===== config.mk =====
export PLATFORM = sky130hd
export DESIGN_NAME = data_register_write_arbiter
export DESIGN_NICKNAME = d
export VERILOG_FILES = /design/src/rtl/data_register_arb_pkg.sv /design/src/rtl/rr_pick2.sv /design/src/rtl/data_register_write_arbiter.sv
export SDC_FILE = /design/constraint.sdc
export NUM_CORES = 1
export LEC_CHECK = 0
export CORE_ASPECT_RATIO = 0.7
export CORE_MARGIN = 2
export CORE_UTILIZATION = 34
export DETAILED_ROUTE_END_ITERATION = 6
export PLACE_DENSITY = 0.77
export SETUP_SLACK_MARGIN = 0.3
export SLEW_MARGIN = 10
export SYNTH_ARGS = -nofsm -noshare
export SYNTH_HDL_FRONTEND = slang
export SYNTH_SLANG_ARGS = --single-unit
export TNS_END_PERCENT = 5

===== constraint.sdc =====
create_clock -name clock -period 1.56 [get_ports clock]
set_input_delay 0.234 -clock clock [delete_from_list [all_inputs] [get_ports clock]]
set_output_delay 0.234 -clock clock [all_outputs]
set_load 0.05 [all_outputs]

===== src/rtl/data_register_arb_pkg.sv =====
// Shared encodings for the Data_Register port arbiters.
// Requester IDs double as the round-robin last-grant value.
package data_register_arb_pkg;

    typedef enum logic {
        ST_IDLE  = 1'b0,
        ST_GRANT = 1'b1
    } arb_state_e;

    localparam logic REQ0 = 1'b0;
    localparam logic REQ1 = 1'b1;

    localparam int DEF_ADDR_WIDTH = 8;
    localparam int DEF_DATA_WIDTH = 8;

endpackage


===== src/rtl/rr_pick2.sv =====
// Two-way round-robin picker, purely combinational.
// A lone eligible requester always wins; on a tie the one not granted last wins.
module rr_pick2
    import data_register_arb_pkg::*;
(
    input  logic [1:0] eligible_i,
    input  logic       last_grant_i,
    output logic       grant_valid_o,
    output logic       grant_id_o
);

    always_comb begin
        grant_valid_o = |eligible_i;
        grant_id_o    = REQ0;
        case (eligible_i)
            2'b01:   grant_id_o = REQ0;
            2'b10:   grant_id_o = REQ1;
            2'b11:   grant_id_o = ~last_grant_i;
            default: grant_id_o = REQ0;
        endcase
    end

endmodule


===== src/rtl/data_register_write_arbiter.sv =====
// Round-robin arbiter sharing the Data_Register write port between two requesters.
// Grant visible one cycle after the request edge; every output comes straight from a flop.
module data_register_write_arbiter
    import data_register_arb_pkg::*;
#(
    parameter int ADDR_WIDTH = DEF_ADDR_WIDTH,
    parameter int DATA_WIDTH = DEF_DATA_WIDTH
) (
    input  logic                  clock,
    input  logic                  reset,
    input  logic                  arb_enable,
    input  logic                  req0,
    input  logic [ADDR_WIDTH-1:0] addr0,
    input  logic [DATA_WIDTH-1:0] data0,
    output logic                  ack0,
    input  logic                  req1,
    input  logic [ADDR_WIDTH-1:0] addr1,
    input  logic [DATA_WIDTH-1:0] data1,
    output logic                  ack1,
    output logic                  enable_write,
    output logic [ADDR_WIDTH-1:0] write_addr,
    output logic [DATA_WIDTH-1:0] write_data,
    output logic                  busy
);

    arb_state_e            state_q;
    logic                  last_grant_q;
    logic                  ack0_q;
    logic                  ack1_q;
    logic                  enable_write_q;
    logic [ADDR_WIDTH-1:0] write_addr_q;
    logic [DATA_WIDTH-1:0] write_data_q;

    logic [1:0] eligible;
    logic       grant_valid;
    logic       grant_id;

    // While granting, last_grant_q names the requester being acked; it sits out
    // this edge so a held request cannot be re-granted before it sees its ack.
    always_comb begin
        eligible = {req1, req0} & {2{arb_enable}};
        if (state_q == ST_GRANT) begin
            eligible[last_grant_q] = 1'b0;
        end
    end

    rr_pick2 u_pick (
        .eligible_i    (eligible),
        .last_grant_i  (last_grant_q),
        .grant_valid_o (grant_valid),
        .grant_id_o    (grant_id)
    );

    always_ff @(posedge clock) begin
        if (reset) begin
            state_q        <= ST_IDLE;
            last_grant_q   <= REQ1;
            ack0_q         <= 1'b0;
            ack1_q         <= 1'b0;
            enable_write_q <= 1'b0;
            write_addr_q   <= '0;
            write_data_q   <= '0;
        end else if (grant_valid) begin
            state_q        <= ST_GRANT;
            last_grant_q   <= grant_id;
            ack0_q         <= (grant_id == REQ0);
            ack1_q         <= (grant_id == REQ1);
            enable_write_q <= 1'b1;
            write_addr_q   <= (grant_id == REQ1) ? addr1 : addr0;
            write_data_q   <= (grant_id == REQ1) ? data1 : data0;
        end else begin
            state_q        <= ST_IDLE;
            ack0_q         <= 1'b0;
            ack1_q         <= 1'b0;
            enable_write_q <= 1'b0;
        end
    end

    assign ack0         = ack0_q;
    assign ack1         = ack1_q;
    assign enable_write = enable_write_q;
    assign write_addr   = write_addr_q;
    assign write_data   = write_data_q;
    assign busy         = (state_q == ST_GRANT);

endmodule


# After elaboration in Yosys (flattened, before gate mapping)
# Cells that the tools add are included.
[totals] out_inout_bits=20 wordCells=26 regBits=20
[op_classes] muxes=7 eq_ne=2 n_lt_le_gt_ge=2 n_reduce_logical=3 bitwise_logic=6
[op_table] operator="8-bit two-way mux" count=2
[op_table] operator="2-bit bitwise AND" count=2
[op_table] operator="2-bit == test (second input constant)" count=2
[op_table] operator="2-bit OR reduction" count=2
[op_table] operator="1-bit inverter" count=3
[op_table] operator="1-bit by 2-bit < comparator with 1-bit output (second input constant)" count=1
[op_table] operator="1-bit two-way mux" count=2
[op_table] operator="2-bit two-way mux" count=1
[op_table] operator="2-bit inverter" count=1
[op_table] operator="1-bit one-hot mux with 2 select lines" count=1
[op_table] operator="1-bit demux with 1-bit select" count=1
[op_table] operator="1-bit greater-or-equal comparator (second input constant)" count=1
[op_table] operator="1-bit logical AND" count=1

# Depth between registers and ports, before layout
[depth] depth_word=10 ltp_mapped=6 mapped_depth_nobuf=4

# Hierarchy
# A second synthesis with hierarchy kept.
[unflattened] hier_cells=89 hier_area_um2=874.6
[by_module_without_submodules] mod="data_register_write_arbiter" cells_each=87 seq_area_each_um2=400.4 instances=1 area_each_um2=860.8
[by_module_without_submodules] mod="rr_pick2" cells_each=2 seq_area_each_um2=0.0 instances=1 area_each_um2=13.8

# Worst setup path before layout
# OpenSTA, ideal clock, no wires.
[synth_timing] path_kind="reg-to-reg" startpoint="reg enable_write (netlist name)" endpoint="reg write_addr_q[6], in the netlist write_addr[6]" synth_period_minus_slack_ps=1590 slack_ps=-30 path_stages_with_launch=7 path_buffers=2 setup_ps=118 arrival_ps=1472 required_ps=1442 cell_sequence="dfxtp_1 o21ai_0 nand3_1 buf_6 buf_6 mux2i_1 o2bb2ai_1"
[synth_lines] element="end signal, assigned" line="data_register_write_arbiter.sv:69" text="write_addr_q <= (grant_id == REQ1) ? addr1 : addr0;"
[synth_lines] element="end, declared" line="data_register_write_arbiter.sv:31" text="logic [ADDR_WIDTH-1:0] write_addr_q;"

==> results.yml <==
placed_design:
  place_congestion: 0.6761
  dp_cells: 160
  post-dp-hpwl_mm: 1.695
  port_buffers: 56
  place_ws_ns: -0.2444
floorplanning:
  die-area_mm2: 0.002905
  die_y_um: 45.70
  core_mm2: 0.002402
  start_util_pct: 35.16
  io_pins: 57
  die_x_um: 63.57
  row_count: 15
global_route:
  overflow: 0
  grt_pass1_vias: 791
  grt_max_degree: 19
  grt_pass1_wl_mm: 3.560
  antenna_found_initial: 0
  grtUsageTotal_pct: 16.12
synth:
  synth-seq-area-share_pct: 47.41
  synth.area.top_cells: "dfxtp_1, mux2i_1, o2bb2ai_1"
  synth_edf_count: 0
  syn_avg_cell_area_um2: 11.90
  synthFlopType: "dfxtp_1"
  synth.most_common_cell: "dfxtp_1"
  ys_warn_count: 0
  syn_nets: 108
  yosys_register_bits: 20
  synth_cell_type_count: 17
  syn_area_um2: 844.6
  netlist.area_leader.share_pct: 47.41
  yosys.area.top_type: "dfxtp_1"
  yosys-top-cells-count: "dfxtp_1, mux2i_1, o2bb2ai_1"
  syn_inst: 71
  synth-async-reset-ratio_pct: 0
clocking:
  cts_buffer_depth: 2
  insertion_delay_ns: 0.29
  clkSinkCount: 20
  postCtsHoldBufs: 0
  cts_tree: "built"
  clk_pin_slew_ns: 0.10
  cts_root_buf: "clkbuf_4"
  htreeDepth: 1
  cts_buffers: 3
pwr:
  seqPwrFrac_pct: 45.6
  pwr-share-comb_pct: 34.7
  clock_power_share_pct: 19.7
  sw_frac_of_total_pct: 32.50
  p_leak_nw: 0.7187
  ir_drop_v: 0.0004544
  powerDensity_mw_per_mm2: 773.9
  p_sw_uw: 408.5
  power.total_mw: 1.257
  internal_power_uw: 848.4
routing:
  viasPerCell: 4.970
  drc_errors: 0
  routed_wl_mm: 2.583
  wl_per_cell_um: 15.56
  vias: 825
  ant_nets: 0
  dr.pass1.iters: 4
  drt-initial-drc-count: 31
sta:
  drv_slew: 0
  whs_ns: 0.4748
  max_slew_margin_pct: 81.25
  finalCritPeriodShare_pct: 85.79
  tightest_slew_ns: 0.2812
  timing.fmax_mhz: 747.2
  fin_skew_ns: 0.002752
  rsz0062_at_grt: "true"
  fin_crit_ns: 1.338
  final_hold_viol_count: 0
  setup_ws_ns: 0.2217
  finalSetupViolCount: 0
setup_path:
  worst_ep_arrival_time_ns: 1.53
  critPathSlowestCell: "dfxtp_4"
  max_stage_delay_ns: 0.37
  crit_buf_inv: 1
  setup.worst_path.class: "reg -> reg"
  timing.critical_path.to_type: "flop"
  critPathLaunch: "enable_write"
  crit_chain: "o21ai_1 -> nand3_1 -> buf_12 -> mux2i_2 -> o2bb2ai_4"
  worst-path-max-fanout: 18
  start_kind: "flop"
  reg2reg_from: "enable_write"
  cp_top_family: "flip-flops"
  required_ns: 1.75
min_path:
  hp-start: "write_data[6]"
  hp-class: "reg -> reg"
status:
  status: "completed"
cells_and_area:
  area_growth_pct: 92.30
  layout-drive-gt1-share_pct: 43.18
  final_cells: 166
  n_antenna_cell: 0
  layout.nets: 170
flow_run:
  drv_cap: 0
[routing by layer]
metal	GRT usage, %	share of wire [%]	vias up
li1	-	-	390
met1	18.22	40	390
met2	26.11	50	43
met3	9.901	10	2
met4	4.348	0.23	0
met5	0	0	-
[flip-flops by register name, summed over array words and instances (netlist names)]
signal        count
enable_write      1
last_grant_q      1
write_addr        8
ack0              1
ack1              1
write_data        8
[placed cells by master (no fill, tap or decap)]
cell             Yosys  routed
and2b_2              1       1
buf_8                1       2
clkbuf_1             0       1
mux2i_1             17      13
nand2b_4             0       1
nor2_1               1       1
clkbuf_4             0       3
o2bb2ai_4            0       3
clkdlybuf4s50_1      0      33
dfxtp_1             20      18
a21oi_1              1       1
dlygate4sd2_1        0       3
buf_4                2      20
o21ai_1              0       2
or2_2                1       1
nand3_1              1       1
a31oi_1              1       1
dfxtp_4              0       2
a21oi_2              1       1
inv_1                1       1
buf_6                3       4
o2bb2ai_2            0      13
buf_12               0       1
mux2i_2              0       4
nor2_4               0       1
[layout make-up]
class	count	area, um^2
clock buffer	4	26.28
fill	195	778.2
inverter	1	3.754
multi-input combinational	44	541.8
sequential	20	407.9
tap	34	42.54
timing repair buffer	63	601.8
[power groups by stage]
| stage | Combinational (mW) | Clock, mW | Sequential (mW) |
|---|---|---|---|
| final | 0.436 | 0.247 | 0.574 |
| after floorplan | 0.0998 | 0 | 0.686 |
| after detailed placement | 0.372 | 0 | 0.576 |
| after CTS | 0.381 | 0.256 | 0.565 |
| after global placement | 0.366 | 0 | 0.576 |
| after global routing | 0.456 | 0.282 | 0.579 |
[worst reg2reg max path: stages, from the launching register on]
cell	delay [ns]
dfxtp_4	0.37
o21ai_1	0.16
nand3_1	0.14
buf_12	0.19
mux2i_2	0.28
o2bb2ai_4	0.09
[logic make-up (layout without fill, tap and decap cells)]
logic type / Yosys count / in the layout / share of synthesized area (%)
buf+inv: 7 / 68 / 7.998
simple gates: 6 / 6 / 4.297
flops: 20 / 20 / 47.41
compound gates: 21 / 21 / 20.15
mux: 17 / 17 / 20.15
[worst paths after layout]
check | endpoint | slack [ns] | cells past startpoint
max | write_data[7] | 0.22 | 5
min | write_data[6] | 0.47 | 1
max reg2reg | write_data[7] | 0.22 | 5
min reg2reg | write_data[6] | 0.47 | 1
[through the flow]
| step | TNS [ns] | utilization, % | area, um^2 |
|---|---|---|---|
| finish | 0 | 67.60 | 1624 |
| global route | 0 | 67.60 | 1624 |
| CTS | 0 | 60.00 | 1441 |
| detailed placement | -3.647 | 57.76 | 1388 |
| global placement | -2.008 | 57.76 | 1388 |
| floorplan | 0 | - | 852.1 |
[repair_timing]
| item | 4_1_cts | 5_1_grt |
|---|---|---|
| pin swaps | 2 | 16 |
| resized for setup | 7 | 32 |
| setup endpoints to repair | 17 | 17 |
| buffers inserted | 2 | 0 |
Power figures use the tool's default switching activity.
